--- src/rtl/xs_bugcase_pkg.sv ---
// Shared types and constants for the ExprCastBug result-stream consumers.
package xs_bugcase_pkg;

  localparam int SUM_W     = 9;
  localparam int REP_ACC_W = 16;
  localparam int REP_CNT_W = 8;

  typedef enum logic {
    ACCUM  = 1'b0,
    REPORT = 1'b1
  } mon_state_t;

  // Widest report layout; narrower ACC_W / CNT_W instances zero-extend into it.
  typedef struct packed {
    logic [REP_ACC_W-1:0] acc;
    logic [SUM_W-1:0]     max;
    logic [REP_CNT_W-1:0] bad_cnt;
    logic                 overflow;
  } mon_report_t;

endpackage

--- src/rtl/xs_sat_acc.sv ---
// Saturating unsigned accumulator with enable, clear and sticky overflow.
// acc_sum/ovf_sum show the result including the current din.
module xs_sat_acc
  import xs_bugcase_pkg::*;
#(
  parameter int ACC_W = 16
) (
  input  logic             clk,
  input  logic             rst,
  input  logic             clear,
  input  logic             en,
  input  logic [SUM_W-1:0] din,
  output logic [ACC_W-1:0] acc_sum,
  output logic             ovf_sum
);

  logic [ACC_W-1:0] acc_p0;
  logic             ovf_p0;
  logic             ovf_now;

  // Returns {saturated, value}; value pins at all-ones when the carry is lost.
  function automatic logic [ACC_W:0] sat_add(input logic [ACC_W-1:0] a,
                                             input logic [SUM_W-1:0] b);
    logic [ACC_W:0] wide;
    wide = {1'b0, a} + (ACC_W + 1)'(b);
    if (wide[ACC_W]) sat_add = {1'b1, {ACC_W{1'b1}}};
    else             sat_add = wide;
  endfunction

  assign {ovf_now, acc_sum} = sat_add(acc_p0, din);
  assign ovf_sum = ovf_p0 | ovf_now;

  // p0: running window accumulator
  always_ff @(posedge clk or posedge rst) begin
    if (rst) begin
      acc_p0 <= '0;
      ovf_p0 <= 1'b0;
    end else if (clear) begin
      acc_p0 <= '0;
      ovf_p0 <= 1'b0;
    end else if (en) begin
      acc_p0 <= acc_sum;
      ovf_p0 <= ovf_sum;
    end
  end

endmodule

--- src/rtl/xs_sum_window_monitor.sv ---
// Reduces WINDOW accepted (sum, bad) samples into one valid/ready report.
// Optional sticky_err output enabled by XS_SUM_WINDOW_MONITOR_STICKY_ERR_EN.
module xs_sum_window_monitor
  import xs_bugcase_pkg::*;
#(
  parameter int  WINDOW = 8,
  parameter int  ACC_W  = 16,
  localparam int CNT_W  = $clog2(WINDOW + 1)
) (
  input  logic             clk,
  input  logic             rst,
  input  logic             clear,
  input  logic             in_valid,
  output logic             in_ready,
  input  logic [SUM_W-1:0] in_sum,
  input  logic             in_bad,
  output logic             out_valid,
  input  logic             out_ready,
  output logic [ACC_W-1:0] out_acc,
  output logic [SUM_W-1:0] out_max,
  output logic [CNT_W-1:0] out_bad_cnt,
  output logic             out_overflow
`ifdef XS_SUM_WINDOW_MONITOR_STICKY_ERR_EN
  ,
  output logic             sticky_err
`endif
);

  mon_state_t       state_q, state_d;
  logic             accept_p0, last_p0;
  logic [CNT_W-1:0] cnt_p0, bad_p0, bad_next;
  logic [SUM_W-1:0] max_p0, max_next;
  logic [ACC_W-1:0] acc_sum;
  logic             ovf_sum;

  // in_ready is a registered copy of (state == ACCUM), so it gates acceptance directly.
  assign accept_p0 = in_valid & in_ready & ~clear;
  assign last_p0   = accept_p0 & (cnt_p0 == CNT_W'(WINDOW - 1));
  assign max_next  = (in_sum > max_p0) ? in_sum : max_p0;
  assign bad_next  = bad_p0 + CNT_W'(in_bad);

  xs_sat_acc #(.ACC_W(ACC_W)) u_acc (
    .clk     (clk),
    .rst     (rst),
    .clear   (clear | last_p0),
    .en      (accept_p0),
    .din     (in_sum),
    .acc_sum (acc_sum),
    .ovf_sum (ovf_sum)
  );

  always_comb begin
    state_d = state_q;
    case (state_q)
      ACCUM:  if (last_p0) state_d = REPORT;
      REPORT: if (out_ready) state_d = ACCUM;
    endcase
    if (clear) state_d = ACCUM;
  end

  always_ff @(posedge clk or posedge rst) begin
    if (rst) begin
      state_q   <= ACCUM;
      in_ready  <= 1'b1;
      out_valid <= 1'b0;
    end else begin
      state_q   <= state_d;
      in_ready  <= (state_d == ACCUM);
      out_valid <= (state_d == REPORT);
    end
  end

  // p0: working counters for the current window
  always_ff @(posedge clk or posedge rst) begin
    if (rst) begin
      cnt_p0 <= '0;
      max_p0 <= '0;
      bad_p0 <= '0;
    end else if (clear || last_p0) begin
      cnt_p0 <= '0;
      max_p0 <= '0;
      bad_p0 <= '0;
    end else if (accept_p0) begin
      cnt_p0 <= cnt_p0 + CNT_W'(1);
      max_p0 <= max_next;
      bad_p0 <= bad_next;
    end
  end

  // p1: report registers, loaded with results that include the final sample
  always_ff @(posedge clk or posedge rst) begin
    if (rst) begin
      out_acc      <= '0;
      out_max      <= '0;
      out_bad_cnt  <= '0;
      out_overflow <= 1'b0;
    end else if (last_p0) begin
      out_acc      <= acc_sum;
      out_max      <= max_next;
      out_bad_cnt  <= bad_next;
      out_overflow <= ovf_sum;
    end
  end

`ifdef XS_SUM_WINDOW_MONITOR_STICKY_ERR_EN
  always_ff @(posedge clk or posedge rst) begin
    if (rst)                                          sticky_err <= 1'b0;
    else if (clear)                                   sticky_err <= 1'b0;
    else if ((accept_p0 && in_bad) || (last_p0 && ovf_sum)) sticky_err <= 1'b1;
  end
`endif

endmodule

--- config.mk ---
export PLATFORM = sky130hd
export DESIGN_NAME = xs_sum_window_monitor
export DESIGN_NICKNAME = d
export VERILOG_FILES = /design/src/rtl/xs_bugcase_pkg.sv /design/src/rtl/xs_sat_acc.sv /design/src/rtl/xs_sum_window_monitor.sv
export SDC_FILE = /design/constraint.sdc
export NUM_CORES = 1
export LEC_CHECK = 0
export BUFFER_PORTS_ARGS = -buffer_cell sky130_fd_sc_hd__clkbuf_2
export CAP_MARGIN = 25
export CORE_MARGIN = 2
export CORE_UTILIZATION = 50
export CTS_CLUSTER_DIAMETER = 40
export DETAILED_ROUTE_END_ITERATION = 10
export GPL_TIMING_DRIVEN = 0
export PLACE_DENSITY_LB_ADDON = 0.2
export SLEW_MARGIN = 20
export SYNTH_ARGS = -nofsm -noshare
export SYNTH_HDL_FRONTEND = slang
export SYNTH_SLANG_ARGS = --single-unit
--- constraint.sdc ---
create_clock -name clk -period 2.78 [get_ports clk]
set_input_delay 0 -clock clk [delete_from_list [all_inputs] [get_ports clk]]
set_output_delay 0 -clock clk [all_outputs]
set_load 0.1 [all_outputs]
==> impl_metrics.tcl, run 1 <==
set metrics [dict create \
    antenna_cells 0 \
    min_period_over_period_pct 89.4 \
    root_buffer "clkbuf_8" \
    final_cell_area_sq_um 4270 \
    cp-end-kind "flop" \
    fp-row-count 30 \
    grt_setup_unrepaired "no" \
    yosys_most_used_dff "dfrtp_1" \
    yosys_warnings 0 \
    synthArstFlopShare_pct 100 \
    fin_cells 528 \
    num_vias 2956 \
    cts_max_path_buffers 2 \
    netlist_instances 359 \
    worstSkewPairLatency_ps 360 \
    synth.area.top_cells "dfrtp_1 (45%), ha_1 (7.3%), o21ai_0 (4.9%)" \
    slowest_delay_ps 430 \
    die_area_sq_um 7850 \
    grt_pass1_vias 2887 \
    min_period_ps 2480 \
    synthTopCellsByCount "dfrtp_1 (65), nand2_1 (40), o21ai_0 (35)" \
    yosysMostFrequentCell "dfrtp_1" \
    power_mw 2.31 \
    routed_wl_um 8850 \
    die_w_um 88.6 \
    critPathMaxFanout 7 \
    critPathSlowestCell "fa_1" \
    status "complete, no violations" \
    peakVddDrop_uv 320 \
    antenna_found_initial 0 \
    dpl-instance-area_sq_um 3950 \
    yosysSeqAreaShare_pct 46.2 \
    clk_pin_slew_worst_paths_ps 80 \
    globalplace.congestion 0.879 \
    total_leakage_power_nw 2.13 \
    die_h_um 88.6 \
    synth_edf_count 0 \
    path_class "reg -> reg" \
    htreeDepth 3 \
    synth_top_cell_by_area "dfrtp_1" \
    critical-path-top-delay-family "compound AO/OA/AOI/OAI gates" \
    hp-class "in -> reg" \
    yosysUniqueCellTypes 49 \
    whs_ps 9.95 \
    drt_iter0_markers 149 \
    worstPathArrival_ps 2710 \
    worst_pin_slew_ps 632 \
    syn_area_per_cell_sq_um 9.96 \
    fin_nets 464 \
    r2r_setup_slack_ps 300 \
    dp_hpwl_um 5980 \
    synth_top_area_share_pct 45.5 \
    skew_ps 8.20 \
    startpoint_type "flop" \
    routedWlPerCell_um 16.8 \
    dp.cells 501 \
    ant_nets 0 \
    dr.pass1.iters 5 \
    max_cap_viol_count 0 \
    max_slew_margin_pct 57.9 \
    fin_ws_ps 296 \
    slew_viol_final 0 \
    max_freq_mhz 403 \
    ios 47 \
    cts_tree "built" \
    start_util_pct 52.1 \
    fin_util_pct 62.1 \
    hold_viol 0 \
    overflow 0 \
    finalSetupViolCount 0 \
    powerDensity_nw_per_um2 541 \
    fill_cells 580 \
    grt_first_pass_wirelength_um 14600 \
    cts_made_buffers 9 \
    syn-cell-area_sq_um 3580 \
    post_cts_buffers 0 \
    cp_data_required_time_ps 3010 \
    tns_ps 0 \
    detail_route.vias_per_cell 5.60 \
    cts_resized 0 \
    critical_path_buf_inv_count 0 \
    layout-drive-gt1-share_pct 20.1 \
    core_region_area_sq_um 6870 \
    ys_seq_elements 66 \
    grt_max_degree 49 \
    detail_route.drc_violations 0 \
    io_buffers 45 \
    post-place-ws_ps 326 \
    worstPathCellList "ha_1, fa_1, a211oi_2, o21bai_1, a31o_4, and2_1, a21oi_1, o21ai_0" \
    cts.sinks 66 \
    grt.total_usage_pct 24.6 \
    synth.net_count 396 \
    syn2layout_area_growth_pct 19.2 \
]
[final cells by class]
class | count | area (sq um) | share of cell area [%]
clock inverter | 6 | 65.1 | 1.53
inverter | 14 | 55.1 | 1.29
multi-input combinational | 260 | 1770 | 41.6
clock buffer | 10 | 138 | 3.23
sequential | 66 | 1650 | 38.8
timing repair buffer | 57 | 363 | 8.51
tap | 96 | 120 | 2.82
buffer | 19 | 98.8 | 2.32
[report_power, final]
part           leakage (nW)  total (mW)  switching, mW  internal (mW)
sequential            0.906        1.02         0.0270          0.994
combinational          1.12       0.439          0.259          0.180
clock                 0.103       0.848          0.408          0.440
total                  2.13        2.31          0.694           1.61
[state kept, by name (all words and copies together) (netlist names)]
| register | cells |
|---|---|
| out_acc | 16 |
| cnt_p0 | 4 |
| out_bad_cnt | 4 |
| out_max | 9 |
| state_q | 1 |
| bad_p0 | 4 |
| u_acc.ovf_p0 | 1 |
| out_overflow | 1 |
| max_p0 | 9 |
| u_acc.acc_p0 | 16 |
| in_ready | 1 |
[tightest hold or removal path, stage by stage]
cell      delay [ps]
clkbuf_2          80
ha_1             150
nand2_1           50
nand2_1           50
[cells in the final DEF (no fill, tap or decap), types with 3 or more instances in the layout]
master	Yosys	layout
nand2_1	40	40
o21ai_1	4	4
a21oi_1	14	14
nor2_1	20	20
nand4_1	5	5
dfrtp_1	65	65
dlygate4sd3_1	0	11
clkbuf_1	6	6
nor3_1	5	5
ha_1	21	21
nand3_1	3	3
inv_1	14	13
a21o_1	16	16
clkbuf_8	0	10
and3_1	4	4
buf_2	10	10
clkbuf_2	0	45
xor2_1	9	9
o211ai_1	4	4
mux2i_1	11	11
o21ai_0	35	35
a22o_1	19	19
a31oi_1	10	10
xnor2_1	5	5
a21oi_2	3	3
[final timing paths]
check,startpoint,end,cells past startpoint
hold reg to reg,out_bad_cnt[1],out_bad_cnt[1],2
setup / recovery,u_acc.acc_p0[0],u_acc.acc_p0[7],8
hold / removal,in_bad,out_bad_cnt[0],4
setup reg to reg,u_acc.acc_p0[0],u_acc.acc_p0[7],8
max in group asynchronous,rst,out_acc[5],4
min in group asynchronous,rst,state_q,3
[metal layers]
layer  part of all wire (%)  vias to the layer above  global-route usage, %  wire length, um
met5                      0                        -                      0                0
met1                     47                     1427                   35.9             4180
met2                     46                       95                   37.7             4080
met3                    5.6                        8                   4.01              499
li1                       -                     1426                      -                -
met4                   0.96                        0                   7.85               85
[cells by family after synthesis]
family	Yosys count	share of synthesized area [%]
buffers and inverters	33	4.23
AND/OR/NAND/NOR	95	13.0
AO/OA/AOI/OAI	118	22.1
XOR/XNOR	14	3.43
multiplexers	11	3.08
flip-flops	66	46.2
adder cells (fa/ha/maj)	22	7.90
[repair_timing]
action / 4_1_cts / 5_1_grt
endpoints found under the hold margin: 80 / 0
hold buffers: 11 / 0
endpoints found under the setup margin: 0 / 0
(Power assumes the default switching activity.)
==> inputs of run 2 (changes only) <==
CORE_UTILIZATION = 58   (was 50)
==> impl_metrics.tcl, run 2 (synthesized netlist as in run 1, its figures left out) <==
set metrics [dict create \
    core_region_area_sq_um 5960 \
    path_class "reg -> reg" \
    layout_commonest_cell "dfrtp_1" \
    detail_route.drc_violations 0 \
    peakVddDrop_uv 396 \
    finalSetupViolCount 0 \
    cp-end-kind "flop" \
    worstSkewPairLatency_ps 340 \
    overflow 0 \
    p_sw_mw 0.650 \
    slew_viol_final 0 \
    dr.pass1.iters 6 \
    skew_ps 7.89 \
    critPathMaxFanout 7 \
    cts_resized 0 \
    dp_hpwl_um 5900 \
    clk_pin_slew_worst_paths_ps 70 \
    fin_nets 465 \
    ios 47 \
    num_vias 2951 \
    io_buffers 45 \
    min_period_over_period_pct 87.3 \
    start_util_pct 60.1 \
    syn2layout_area_growth_pct 18.8 \
    tns_ps 0 \
    antenna_found_initial 0 \
    min_period_ps 2430 \
    ant_nets 0 \
    routedWlPerCell_um 16.3 \
    reg_top3 "out_acc: 16 flops, u_acc.acc_p0: 16 flops" \
    status "complete, no violations" \
    grt_pass1_vias 2871 \
    final_cell_area_sq_um 4250 \
    internal-power_mw 1.63 \
    mostFrequentLayoutCells "dfrtp_1 (65), clkbuf_2 (45), nand2_1 (40), o21ai_0 (35), ha_1 (21)" \
    antenna_cells 0 \
    hold_viol 0 \
    power_frac_comb_pct 18.9 \
    powerDensity_nw_per_um2 537 \
    hp-class "in -> reg" \
    die_area_sq_um 6810 \
    cts_made_buffers 9 \
    layout-drive-gt1-share_pct 20.1 \
    clkPwrFrac_pct 36.3 \
    grt_setup_unrepaired "no" \
    grt_max_degree 48 \
    fp-row-count 28 \
    fin_util_pct 71.4 \
    grt_first_pass_wirelength_um 13800 \
    worstPathArrival_ps 2650 \
    drt_iter0_markers 162 \
    cp_data_required_time_ps 3000 \
    dpl-instance-area_sq_um 3930 \
    swShare_pct 28.5 \
    total_leakage_power_nw 2.13 \
    startpoint_type "flop" \
    p_seq_share_pct 44.8 \
    die_w_um 82.5 \
    max_cap_viol_count 0 \
    r2r_setup_slack_ps 350 \
    die_h_um 82.5 \
    cts_tree "built" \
    root_buffer "clkbuf_8" \
    grt.total_usage_pct 27.2 \
    max_slew_margin_pct 60.5 \
    htreeDepth 3 \
    max_freq_mhz 412 \
    cts_max_path_buffers 2 \
    worst_pin_slew_ps 590 \
    globalplace.congestion 0.916 \
    cts.sinks 66 \
    routed_wl_um 8270 \
    detail_route.vias_per_cell 5.81 \
]
run 2: changes by cell type in the layout (fill, tap and decap cells not counted):
| cell | before | now |
|---|---|---|
| clkinv_2 | 2 | 3 |
| inv_6 | 1 | 0 |
| clkinv_4 | 1 | 0 |
| clkbuf_8 | 10 | 11 |
| dlygate4sd3_1 | 11 | 12 |
run 2: layout make-up:
class | instances | area [sq um]
clock buffers | 11 | 151
multi-input cells | 260 | 1770
clock inverters | 5 | 52.6
fillers | 453 | 1710
flip-flops and latches | 66 | 1650
inverters | 14 | 55.1
plain buffers | 19 | 98.8
repair buffers | 58 | 373
well taps | 75 | 93.8
run 2: what timing repair did:
action / in CTS / in global routing
hold endpoints to repair: 80 / 0
buffers inserted: 0 / 0
hold buffers: 12 / 0
run 2: per-layer routing:
metal | up-vias | part of all wire (%) | global-route usage (%) | wire (um)
li1 | 1438 | - | - | -
met3 | 12 | 4.6 | 4.67 | 379
met1 | 1429 | 46 | 37.8 | 3830
met5 | - | 0 | 0 | 0
met4 | 0 | 1.3 | 8.85 | 106
met2 | 72 | 48 | 43.4 | 3960
run 2: final timing paths:
| check | startpoint | endpoint | cells after the start |
|---|---|---|---|
| worst max-delay path | u_acc.acc_p0[0] | u_acc.acc_p0[7] | 8 |
| worst min-delay path | in_sum[8] | max_p0[8] | 2 |
| worst max register to register | u_acc.acc_p0[0] | u_acc.acc_p0[7] | 8 |
| worst min register to register | out_max[2] | out_max[2] | 2 |
| max in group asynchronous | rst | u_acc.acc_p0[5] | 4 |
| min in group asynchronous | rst | out_acc[14] | 3 |
run 2: per-stage QoR:
stage          std cells  hold WS (ps)  total power [mW]  setup WS [ps]
6_report             508          18.0              2.28            352
5_1_grt              508          16.5              2.39            237
4_1_cts              508          9.10              2.29            372
3_5_place_dp         480         -37.0              1.45            383
3_3_place_gp         479           258              1.43            313
2_1_floorplan        359           133              1.35            585
run 2: critical path: stages (launching register included):
cell and delay, ps:
dfrtp_1 390, ha_1 210, fa_1 440, a211oi_2 190, o21bai_1 170, a31o_4 300
and2_1 250, a21oi_1 240, o21ai_0 120
run 2: power by group through the flow:
| stage | clock network [mW] | registers [mW] | logic (mW) |
|---|---|---|---|
| finish | 0.829 | 1.02 | 0.431 |
| CTS | 0.842 | 1.02 | 0.429 |
| detailed placement | 0 | 1.04 | 0.413 |
| global placement | 0 | 1.04 | 0.395 |
| floorplan | 0 | 1.05 | 0.306 |
| global route | 0.886 | 1.03 | 0.482 |
==> inputs of run 3 (changes only) <==
ABC_AREA = 1   (was not set)
==> impl_metrics.tcl, run 3 <==
set metrics [dict create \
    status "complete, no violations" \
    synth_top_cell_by_area "dfrtp_1" \
    synth_edf_count 0 \
    antenna_found_initial 0 \
    worstPathArrival_ps 2270 \
    synth_compound_area_share_pct 6.37 \
    critical-path-top-delay-family "simple AND/OR/NAND/NOR gates" \
    slew_viol_final 0 \
    post-place-ws_ps 761 \
    reg2reg_from "u_acc.acc_p0[0]" \
    fin_nets 595 \
    dp.cells 619 \
    hold_viol 0 \
    core_region_area_sq_um 6350 \
    synth.area.top_cells "dfrtp_1 (43%), nand2_1 (20%), ha_1 (6.9%)" \
    io_buffers 46 \
    worstPathCellList "ha_1, fa_1, nand2_1, nand2_1, nand3_1, nand2_1, nand2_2, nand2_4, inv_4, nand3_1, nand2_1, nand2_1" \
    worstHoldStart "in_sum[8]" \
    max_freq_mhz 491 \
    die_h_um 84.9 \
    reg_top3 "out_acc: 16 flops, u_acc.acc_p0: 16 flops" \
    skew_ps 10.6 \
    dr.pass1.iters 4 \
    grt_pass1_vias 3296 \
    synth_top_area_share_pct 42.9 \
    worst_r2r_path_depth 12 \
    cp_common_cell "nand2_1" \
    total_leakage_power_nw 2.53 \
    htreeDepth 3 \
    hp-class "in -> reg" \
    synthTopCellsByCount "nand2_1 (200), dfrtp_1 (65), inv_1 (55)" \
    startpoint_type "flop" \
    tns_ps 0 \
    grt.total_usage_pct 25.9 \
    worst_pin_slew_ps 627 \
    mostFrequentLayoutCells "nand2_1 (200), dfrtp_1 (65), inv_1 (54), clkbuf_2 (46), nand3_1 (40)" \
    synth_xor_area_share_pct 1.85 \
    highest_layer "met4" \
    detail_route.vias_per_cell 5.33 \
    r2r_setup_slack_ps 740 \
    fin_util_pct 68.7 \
    yosys-mux-area-fraction_pct 0.264 \
    globalplace.congestion 0.893 \
    critPathMaxFanout 10 \
    yosysSeqAreaShare_pct 43.6 \
    cts_tree "built" \
    clk_pin_slew_worst_paths_ps 70 \
    fin_cells 640 \
    critPathSlowestCell "fa_1" \
    grt_first_pass_wirelength_um 14600 \
    yosys_most_used_dff "dfrtp_1" \
    synth.net_count 532 \
    synthArstFlopShare_pct 100 \
    yosysMostFrequentCell "nand2_1" \
    cts_made_buffers 9 \
    cp_data_required_time_ps 3020 \
    internal-power_mw 1.47 \
    cp-end-kind "flop" \
    netlist_instances 495 \
    detail_route.drc_violations 0 \
    yosys.area_share.simple_pct 33.1 \
    wl_met1_um 3980 \
    path_class "reg -> reg" \
    fp-row-count 29 \
    start_util_pct 59.7 \
    cts.sinks 66 \
    min_period_ps 2040 \
    p_sw_mw 0.735 \
    max_cap_viol_count 0 \
    ys_seq_elements 66 \
    ant_nets 0 \
    yosys_warnings 0 \
    whs_ps 25.7 \
    whs_endpoint "out_max[8]" \
    die_w_um 84.9 \
    slowest_delay_ps 390 \
    grt_setup_unrepaired "no" \
    yosysUniqueCellTypes 40 \
    syn-cell-area_sq_um 3790 \
    power_mw 2.21 \
    max_slew_margin_pct 58.2 \
    powerDensity_nw_per_um2 506 \
    routed_wl_um 8680 \
    ios 47 \
    peakVddDrop_uv 318 \
    die_area_sq_um 7200 \
    layout-drive-gt1-share_pct 16.2 \
    syn_area_per_cell_sq_um 7.66 \
    route.met2.wl_um 4190 \
    holdPathStages 5 \
    final_cell_area_sq_um 4360 \
    finalSetupViolCount 0 \
    clkPwrFrac_pct 32.4 \
    antenna_cells 0 \
    dp_hpwl_um 6340 \
    fill_cells 521 \
    fin_ws_ps 743 \
    grt_max_degree 37 \
    swShare_pct 33.3 \
    cts_max_path_buffers 2 \
    wl_met3_um 384 \
    synthAdderAreaFrac_pct 7.46 \
    routedWlPerCell_um 13.6 \
    synth_top_family_by_area "simple AND/OR/NAND/NOR gates" \
    worstSetupStartpoint "u_acc.acc_p0[0]" \
    overflow 0 \
    critical_path_buf_inv_count 1 \
    layout_commonest_cell "nand2_1" \
    power_frac_comb_pct 20.9 \
    p_seq_share_pct 46.7 \
    min_period_over_period_pct 73.3 \
    num_vias 3408 \
    dpl-instance-area_sq_um 4140 \
    drt_iter0_markers 217 \
    syn2layout_area_growth_pct 15.0 \
    worstSkewPairLatency_ps 350 \
    r2r-end "u_acc.acc_p0[10]" \
    root_buffer "clkbuf_8" \
]
==> run 3: area by class of cell <==
type	count	area [sq um]	area share [%]
multi-input combinational	360	1860	42.6
sequential	66	1650	37.9
timing repair buffer	52	300	6.88
inverter	57	219	5.02
clock buffer	9	124	2.84
tap	77	96.3	2.21
buffer	12	63.8	1.46
clock inverter	7	46.3	1.06
==> run 3: how the worst max path moves through the flow <==
stage / to / slack [ps] / cells past startpoint
2_1_floorplan: u_acc.acc_p0[0] / 870 / 8
3_3_place_gp: u_acc.acc_p0[15] / 390 / 2
3_5_place_dp: out_acc[14] / 760 / 12
4_1_cts: u_acc.acc_p0[11] / 740 / 12
5_1_grt: u_acc.acc_p0[10] / 590 / 12
6_report: u_acc.acc_p0[10] / 740 / 12
==> run 3: logic make-up (layout without fill, tap and decap cells) <==
logic type	Yosys count	count (layout)
AND/OR/NAND/NOR	289	289
buffers and inverters	69	137
flip-flops	66	66
AO/OA/AOI/OAI	40	40
adder cells (fa/ha/maj)	22	22
XOR/XNOR	8	8
multiplexers	1	1
==> run 3: per-layer routing <==
metal  vias up  global-route usage, %
met5         -                      0
met4         0                   10.7
met3        12                   3.99
met2        68                   42.9
met1      1626                   34.1
li1       1702                      -
==> run 3: power by group through the flow <==
stage               Clock [mW]  Sequential (mW)  Combinational [mW]
floorplan                    0             1.07               0.324
global placement             0             1.05               0.435
detailed placement           0             1.05               0.452
CTS                      0.720             1.03               0.460
global route             0.759             1.04               0.526
finish                   0.716             1.03               0.461
==> run 3: tightest hold or removal path, stage by stage <==
cell and delay, ps:
clkbuf_2 120, inv_1 60, nand2_1 60, nand3_1 70, nand2_1 40
==> run 3: repair_timing <==
action	4_1_cts	5_1_grt
buffers inserted	0	0
hold buffers	5	0
endpoints found under the hold margin	55	0
gates resized for setup	0	0
